### config.mk
export PLATFORM = sky130hd
export DESIGN_NAME = debounce2
export DESIGN_NICKNAME = d
export VERILOG_FILES = /design/src/rtl/fpga_blocks_pkg.sv /design/src/rtl/debounce_ch.sv /design/src/rtl/debounce2.sv
export SDC_FILE = /design/constraint.sdc
export NUM_CORES = 1
export LEC_CHECK = 0
export BUFFER_PORTS_ARGS = -buffer_cell sky130_fd_sc_hd__buf_4
export CORE_MARGIN = 8
export CORE_UTILIZATION = 34
export DETAILED_ROUTE_END_ITERATION = 6
export PLACE_DENSITY_LB_ADDON = 0.3
export SLEW_MARGIN = 15
export SYNTH_ARGS = -nofsm -noshare
export SYNTH_HDL_FRONTEND = slang
export SYNTH_SLANG_ARGS = --single-unit
export TNS_END_PERCENT = 10
### constraint.sdc
create_clock -name clk -period 5.8 [get_ports clk]
set_clock_uncertainty 0.05 [all_clocks]
set_input_delay 0 -clock clk [delete_from_list [all_inputs] [get_ports clk]]
set_output_delay 0 -clock clk [all_outputs]
set_load 0.01 [all_outputs]
### src/rtl/fpga_blocks_pkg.sv
// Shared constants for the small FPGA building blocks (gates, debouncers).
//
// Contents:
//   CLK_HZ                  system clock frequency in Hz
//   DEBOUNCE_MS             default debounce qualification time in ms
//   ms_to_cycles()          converts a millisecond figure into clk cycles
//   DEBOUNCE_CYCLES_DEFAULT default qualification length in clk cycles
package fpga_blocks_pkg;

  localparam int CLK_HZ      = 100_000_000;
  localparam int DEBOUNCE_MS = 10;

  // Divide first so the intermediate product stays inside 32 bits.
  function automatic int ms_to_cycles(input int ms);
    return (CLK_HZ / 1000) * ms;
  endfunction

  localparam int DEBOUNCE_CYCLES_DEFAULT = ms_to_cycles(DEBOUNCE_MS);

endpackage

### src/rtl/debounce_ch.sv
// One debounce channel: synchronizer chain, persistence counter, accepted
// level flop and registered edge pulses.
//
// Ports:
//   clk    system clock, all state on the rising edge
//   rst_n  asynchronous active-low reset, clears every flop to 0
//   raw    raw input, asynchronous to clk, may bounce
//   level  debounced level (registered)
//   rise   one-cycle pulse in the cycle level goes 0->1
//   fall   one-cycle pulse in the cycle level goes 1->0
//
// Channel state is the pair {level, cnt}:
//   level=0,cnt=0 stable low    level=0,cnt>0 waiting to go high
//   level=1,cnt=0 stable high   level=1,cnt>0 waiting to go low
// A new synchronized level must differ from the accepted level on
// DEBOUNCE_CYCLES consecutive edges before it is taken; any edge where it
// agrees again sends cnt back to 0, so shorter bounces are dropped entirely.
module debounce_ch
  import fpga_blocks_pkg::*;
#(
  parameter int SYNC_STAGES     = 2,
  parameter int DEBOUNCE_CYCLES = DEBOUNCE_CYCLES_DEFAULT,
  parameter int CNT_W           = 20
) (
  input  logic clk,
  input  logic rst_n,
  input  logic raw,
  output logic level,
  output logic rise,
  output logic fall
);

  // Last count value before a transition is accepted.
  localparam logic [CNT_W-1:0] CNT_MAX = CNT_W'(DEBOUNCE_CYCLES - 1);

  generate
    if (SYNC_STAGES < 2) begin : g_bad_sync
      $error("debounce_ch: SYNC_STAGES must be >= 2");
    end
    if (DEBOUNCE_CYCLES < 1) begin : g_bad_cycles
      $error("debounce_ch: DEBOUNCE_CYCLES must be >= 1");
    end
    if ((64'd1 << CNT_W) <= 64'(DEBOUNCE_CYCLES)) begin : g_bad_cnt_w
      $error("debounce_ch: CNT_W too small, need 2**CNT_W > DEBOUNCE_CYCLES");
    end
  endgenerate

  logic [SYNC_STAGES-1:0] sync_q;
  logic                   s;
  logic [CNT_W-1:0]       cnt;

  // Plain flop chain, nothing between stages, so metastability resolution
  // time is not eaten by logic.
  always_ff @(posedge clk or negedge rst_n) begin
    if (!rst_n) begin
      sync_q <= '0;
    end else begin
      sync_q <= {sync_q[SYNC_STAGES-2:0], raw};
    end
  end

  assign s = sync_q[SYNC_STAGES-1];

  always_ff @(posedge clk or negedge rst_n) begin
    if (!rst_n) begin
      level <= 1'b0;
      cnt   <= '0;
      rise  <= 1'b0;
      fall  <= 1'b0;
    end else begin
      rise <= 1'b0;
      fall <= 1'b0;
      if (s == level) begin
        cnt <= '0;
      end else if (cnt != CNT_MAX) begin
        // cnt never exceeds CNT_MAX, so != is the same as < here.
        cnt <= cnt + 1'b1;
      end else begin
        // Pulses are set from the same condition that flips level, so they
        // line up with the output change.
        level <= s;
        cnt   <= '0;
        rise  <= s;
        fall  <= ~s;
      end
    end
  end

endmodule

### src/rtl/debounce2.sv
// Two-channel input conditioner feeding the 2-input gate blocks.
// Turns raw bouncing lines a_raw/b_raw into clean synchronous levels a/b
// plus one-cycle rise/fall pulses per channel. The channels are
// independent copies of debounce_ch; this level only wires ports.
//
// Ports:
//   clk            system clock
//   rst_n          asynchronous active-low reset
//   a_raw, b_raw   raw inputs, asynchronous to clk
//   a, b           debounced levels
//   a_rise, a_fall one-cycle edge pulses for a
//   b_rise, b_fall one-cycle edge pulses for b
module debounce2
  import fpga_blocks_pkg::*;
#(
  parameter int SYNC_STAGES     = 2,
  parameter int DEBOUNCE_CYCLES = DEBOUNCE_CYCLES_DEFAULT,
  parameter int CNT_W           = 20
) (
  input  logic clk,
  input  logic rst_n,
  input  logic a_raw,
  input  logic b_raw,
  output logic a,
  output logic b,
  output logic a_rise,
  output logic a_fall,
  output logic b_rise,
  output logic b_fall
);

  debounce_ch #(
    .SYNC_STAGES    (SYNC_STAGES),
    .DEBOUNCE_CYCLES(DEBOUNCE_CYCLES),
    .CNT_W          (CNT_W)
  ) u_ch_a (
    .clk  (clk),
    .rst_n(rst_n),
    .raw  (a_raw),
    .level(a),
    .rise (a_rise),
    .fall (a_fall)
  );

  debounce_ch #(
    .SYNC_STAGES    (SYNC_STAGES),
    .DEBOUNCE_CYCLES(DEBOUNCE_CYCLES),
    .CNT_W          (CNT_W)
  ) u_ch_b (
    .clk  (clk),
    .rst_n(rst_n),
    .raw  (b_raw),
    .level(b),
    .rise (b_rise),
    .fall (b_fall)
  );

endmodule

==> summary.txt, run 1 <==
Synth
  • Adder-cell share of the synthesized area: 1.06%
  • Register bit total from synthesis: 50
  • Fraction of synthesized area in multiplexers: less than 1%
  • Synth Cell Area: between 2000 and 2500 um^2
  • Combinational family with the most area after synthesis: simple AND/OR/NAND/NOR gates
  • Synth Area per Inst: 10.6 um^2
  • Synth area leader: dfrtp_1
  • Simple logic cell fraction of the synthesized area: 25.5%
  • Synth Area in XOR/XNOR: about a tenth
  • Seq/Total Area, Yosys: about 53%
  • Dominant cells by area after synthesis: dfrtp_1 53%, xnor2_1 4.8%, xor2_1 4.8%
  • Yosys cell types: 31
  • Top cell type's share of synthesized area: 53.2%
  • Syn Nets: 227
  • Synth warn: 0
  • Post-synthesis compound-gate area fraction: roughly 8.0%
  • Cell count after synthesis: 221

Power
  • Peak VDD IR: approximately 0.00013 V
  • PwrDens: between 200 and 250 nW/um^2
  • Leakage: ~0.0011 uW

Drt
  • WL/cell: 13.3 um
  • Detailed Route WL: between 4 and 5 mm
  • Via count: around 1600
  • Post-route ant nets: 0
  • Via/cell ratio: 5.18
  • Remaining DRCs: 0
  • Drt pass-1 iters: 4
  • Initial DRC count: 72

STA
  • Endpoints failing setup: 0
  • Slew @ Worst Pin: 1.04 ns
  • Setup TNS: 0 ns
  • RSZ-0062 raised after global routing: false
  • Fmax: 468 MHz
  • Max_slew headroom: 30.3%
  • Max-slew violations: 0
  • Fin Hold WS: 0.188 ns
  • Hold Fails Final Rpt: 0
  • Minimum clock period: ~2.1 ns
  • Tcrit/Tclk final: around 37%

Placement
  • PortBufs: 9
  • Routability cong.: about 0.85
  • DP Wirelength: roughly 2.8 mm

CTS
  • Max Buffers Root-to-Sink: 2
  • Num CTS Buffers: 5
  • Clk_lat worst skew: ~0.30 ns
  • CTS H-tree lvls: 2
  • CTS sink count: 50
  • Cts repair resizes: 0
  • Reg clk slew, reported paths: about 0.10 ns
  • CTS tree: done
  • Root buffer cell: clkbuf_8

Run status
  • Status: finished, final reports clean

Worst setup path
  • Worst r2r dst: u_ch_b.cnt[14]$_DFF_PN0_
  • CP Class: flop to flop
  • Internal reg-to-reg setup slack: approximately 3.7 ns
  • Crit Path Max Fanout: 19
  • Worst Setup End Kind: flop
  • Worst Reg-to-Reg Cells: 4
  • CP required: approximately 5.9 ns
  • WP data arrival: around 2.2 ns
  • Startpoint Class: flop
  • Reg-to-reg startpoint: u_ch_b.cnt[13]$_DFF_PN0_

Final layout
  • Final Net Count: 242
  • Area grow syn2layout: 11.7%
  • Layout cell share with drive strength beyond 1: a little under an eighth
  • Most frequent cells in the layout: 50 x dfrtp_1, 27 x nor2_1, 16 x nand2_1
  • ANT cells: 0
  • Most common cell after layout, fill and taps aside: dfrtp_1

Die
  • Die area: around 9800 um^2
  • Cell Rows: 30
  • Core Region: roughly 6800 um^2
  • I/O Pins: 10
  • Die W: between 90 and 100 um
  • Starting density of the core: roughly a third
  • Die Y: approximately 100 um

Global routing
  • GR met1 Demand/Resource: around 13%
  • GR Overflow Total: 0
  • Vias in the first global route: 1650
  • Global route hottest layer: met2
  • Largest net degree at the start of global routing: 51
  • GRT Util Overall: a little under a tenth
  • First-pass GRT wire length: 7.77 mm
  • Met3 usage: under 10%
  • Met2 Use GR: between 10 and 15%
  • Initial antenna violation count: 0

Run
  • Max-cap viol count: 0

Worst hold path
  • Worst Hold Class: primary input to async pin
area by class of cell:
| cell class | instances | area, um^2 |
|---|---|---|
| multi-input combinational | 162 | 1060 |
| clock inverter | 2 | 16.3 |
| tap | 80 | 100 |
| clock buffer | 6 | 82.6 |
| timing repair buffer | 12 | 97.6 |
| sequential | 50 | 1250 |
| fill | 666 | 4130 |
| inverter | 5 | 18.8 |
metrics by stage:
step	setup slack [ns]	std cells	total power (uW)	util [%]	instance area, um^2
3_3_place_gp	3.70	306	385	37.0	2500
2_1_floorplan	3.94	221	374	-	2350
5_1_grt	3.46	317	624	38.9	2630
6_report	3.66	317	595	38.9	2630
4_1_cts	3.65	317	607	38.9	2630
3_5_place_dp	3.67	306	385	37.0	2500
worst max path at each step:
stage | start | end | slack [ns]
after CTS | u_ch_b.cnt[13]$_DFF_PN0_ | u_ch_b.cnt[14]$_DFF_PN0_ | 3.65
after floorplan | u_ch_a.cnt[0]$_DFF_PN0_ | u_ch_a.level$_DFFE_PN0P_ | 3.94
after global routing | u_ch_b.cnt[13]$_DFF_PN0_ | u_ch_b.cnt[8]$_DFF_PN0_ | 3.46
final | u_ch_b.cnt[13]$_DFF_PN0_ | u_ch_b.cnt[14]$_DFF_PN0_ | 3.66
after global placement | u_ch_b.cnt[13]$_DFF_PN0_ | u_ch_b.cnt[9]$_DFF_PN0_ | 3.70
after detailed placement | u_ch_b.cnt[0]$_DFF_PN0_ | u_ch_b.cnt[14]$_DFF_PN0_ | 3.67
critical path, cell delays in order (launching register included):
cell and delay (ns):
dfrtp_1 0.44, nor4b_1 0.31, nand2_1 0.14, o41ai_4 0.92, nor2_1 0.12
per-layer routing:
metal | part of all wire [%] | routed length (um)
met1 | 50 | 2120
met2 | 46 | 1930
met3 | 2.7 | 114
met4 | 1.3 | 53
met5 | 0 | 0
repair_timing:
action                                 CTS  global route
buffers inserted                         0             0
endpoints found under the hold margin   52             0
setup endpoints to repair                0             0
hold buffers                             3             0
flip-flops by register name, indices dropped and copies added (netlist names):
signal	count
u_ch_a.cnt	20
u_ch_b.cnt	20
u_ch_a.sync_q	2
u_ch_b.sync_q	2
u_ch_a.fall	1
u_ch_a.level	1
u_ch_a.rise	1
u_ch_b.fall	1
u_ch_b.level	1
u_ch_b.rise	1
logic make-up (layout without fill, tap and decap cells):
logic type,after synthesis,count (layout)
flip-flops,50,50
XOR/XNOR,26,26
adder cells (fa/ha/maj),2,2
AND/OR/NAND/NOR,106,106
AO/OA/AOI/OAI,26,26
buffers and inverters,9,25
multiplexers,2,2
synth_stat cells:
cell type and number:
and4bb_2 1, nor2_1 27, inv_1 5, or4b_4 1, nor3b_1 4, xor2_1 13
or2_2 3, nor4_1 4, o31ai_1 8, a21oi_1 12, or4_2 1, nand3_1 12
xnor2_1 13, o41ai_4 1, nor4b_1 1, nand4_2 2, nor4bb_1 2, and4_1 4
or3_1 8, nand2_1 16, mux2_1 2, nor3_1 4, o21ai_0 4, nand4_1 4
ha_1 2, buf_2 3, and3_1 4, clkbuf_2 1, o31ai_4 1, or4_1 8
dfrtp_1 50
power breakdown:
group	switching [uW]	leakage, uW	internal (uW)
Sequential	4.48	0.000684	353
Combinational	14.2	0.000336	7.32
Clock	118	0.0000478	98.4
Total	136	0.00107	459
No activity file was read; power rests on OpenSTA's default activity.
==> run 2, diff against run 1 <==
==> constraint.sdc (replaced) <==
create_clock -name clk -period 2.03 [get_ports clk]
set_clock_uncertainty 0.05 [all_clocks]
set_input_delay 0 -clock clk [delete_from_list [all_inputs] [get_ports clk]]
set_output_delay 0 -clock clk [all_outputs]
set_load 0.01 [all_outputs]
==> run 2 against run 1 <==
  * Final area increased by 4.8%
  * Maximum frequency is 11% higher
  * Hold slack improved by 0.018 ns
  * Sequential cell count is the same
  * First-iteration DRC count is 46% higher
  * Critical path type unchanged
  * Clock power rose to 3.0 times the previous value
==> summary.txt, run 2 (same netlist as run 1, synthesis figures left out) <==
Run status
  • Status: finished, final reports clean

STA
  • Fmax: 521 MHz
  • Max-slew violations: 0
  • Max_slew headroom: about 58%
  • Endpoints failing setup: 0
  • Tcrit/Tclk final: between 90% and 100%
  • Hold Fails Final Rpt: 0
  • Minimum clock period: approximately 1.9 ns
  • Setup TNS: 0 ns
  • Slew @ Worst Pin: between 0.6 and 0.7 ns
  • RSZ-0062 raised after global routing: false

Power
  • Comb pwr share: under 10%
  • PwrDens: around 630 nW/um^2
  • Leakage: 0.00114 uW
  • Sw frac: roughly 22%
  • Sequential share of power: ~59%
  • Clk pwr share: between 30% and 40%
  • Power, Total: roughly 1700 uW
  • Peak VDD IR: 0.000250 V
  • Net Sw Power: just under 400 uW
  • Internal power: 1350 uW

Drt
  • Drt pass-1 iters: 4
  • Via/cell ratio: between 5 and 6
  • Via count: 1701
  • Post-route ant nets: 0
  • WL/cell: approximately 14 um
  • Initial DRC count: about 110
  • Remaining DRCs: 0
  • Detailed Route WL: approximately 4.6 mm

Final layout
  • Fin cells: 331
  • Final Net Count: between 200 and 300
  • ANT cells: 0
  • Area grow syn2layout: 17.1%
  • Largest registers: u_ch_a.cnt (20), u_ch_b.cnt (20)
  • Most frequent cells in the layout: 50 x dfrtp_1, 27 x nor2_1, 23 x buf_4
  • Layout cell share with drive strength beyond 1: between 15 and 20%
  • Most common cell after layout, fill and taps aside: dfrtp_1

Worst setup path
  • Worst Setup End Kind: flop
  • Worst Reg-to-Reg Cells: 4
  • WP data arrival: about 2 ns
  • CP required: about 2.2 ns
  • Startpoint Class: flop
  • CP Class: flop to flop
  • Crit Path Max Fanout: 4

CTS
  • CTS tree: done
  • Num CTS Buffers: 5
  • CTS H-tree lvls: 2
  • Post-CTS Setup Inserts: 0
  • Clk_lat worst skew: ~0.3 ns
  • Reg clk slew, reported paths: 0.10 ns
  • CTS sink count: 50
  • Root buffer cell: clkbuf_8
  • Max Buffers Root-to-Sink: 2

Placement
  • Placed insts: 320
  • DP Wirelength: between 3 and 4 mm
  • Routability cong.: roughly 0.82
  • PortBufs: 9

Global routing
  • GR met1 Demand/Resource: between 10% and 20%
  • Met3 usage: about 2.8%
  • Initial antenna violation count: 0
  • Largest net degree at the start of global routing: 51
  • Vias in the first global route: around 1700
  • Global route hottest layer: met2
  • GR Overflow Total: 0
  • GRT Util Overall: about a tenth
  • Met2 Use GR: approximately 15%
  • First-pass GRT wire length: around 8 mm

Die
  • Core Region: between 6000 and 7000 um^2
  • Starting density of the core: 34.8%
  • Die area: around 9800 um^2
  • I/O Pins: 10
  • Die W: between 90 and 100 um
  • Cell Rows: 30
  • Die Y: a little under 100 um

Worst hold path
  • Worst Hold Class: primary input to async pin

Run
  • Max-cap viol count: 0
==> run 2: critical path, cell delays in order (launching register included) <==
cell and delay, ns:
dfrtp_1 0.40, nand3_1 0.13, or4b_4 0.56, or3_4 0.36, mux2_1 0.31
==> run 2: path summary, 6_finish.rpt <==
kind	to	slack, ns	startpoint
worst max register to register	u_ch_a.level$_DFFE_PN0P_	0.11	u_ch_a.cnt[17]$_DFF_PN0_
min in group clk	u_ch_b.sync_q[0]$_DFF_PN0_	0.29	b_raw
max in group asynchronous	u_ch_a.cnt[16]$_DFF_PN0_	1.31	rst_n
worst min register to register	u_ch_a.sync_q[1]$_DFF_PN0_	0.30	u_ch_a.sync_q[0]$_DFF_PN0_
worst max-delay path	u_ch_a.level$_DFFE_PN0P_	0.11	u_ch_a.cnt[17]$_DFF_PN0_
worst min-delay path	u_ch_b.cnt[15]$_DFF_PN0_	0.21	rst_n
==> run 2: layout make-up <==
type / instances / area [um^2]
clock buffer: 7 / 96.3
clock inverter: 1 / 8.76
fill: 649 / 4000
inverter: 5 / 18.8
multi-input combinational: 162 / 1080
sequential: 50 / 1250
tap: 80 / 100
timing repair buffer: 26 / 203
==> run 2: metal layers <==
metal	vias up	part of all wire, %
li1	850	-
met1	830	52
met2	19	45
met3	2	2.9
met4	0	0.42
met5	-	0
==> run 2: repair_timing <==
item                                   in CTS  in global routing
setup endpoints to repair                   0                  2
resized for setup                           0                  3
hold buffers                                3                  0
endpoints found under the hold margin      52                  0
==> run 2: per-stage QoR <==
| step | utilization [%] | setup WS, ns | cell area [um^2] | hold slack [ns] |
|---|---|---|---|---|
| after CTS | 40.6 | 0.0800 | 2740 | 0.232 |
| final | 40.8 | 0.112 | 2760 | 0.206 |
| after global routing | 40.8 | 0.00674 | 2760 | 0.276 |
| after global placement | 38.6 | 0.123 | 2610 | 0.0221 |
| after floorplan | - | 0.173 | 2350 | -0.346 |
| after detailed placement | 38.6 | 0.0897 | 2610 | 0.0220 |
==> run 2: power groups by stage <==
stage	registers, uW	logic [uW]	clock network [uW]
final	1020	67.6	646
after global routing	1020	78.1	703
after CTS	1020	70.9	671
after detailed placement	1040	65.5	0
after global placement	1040	67.3	0
after floorplan	1040	29.3	0
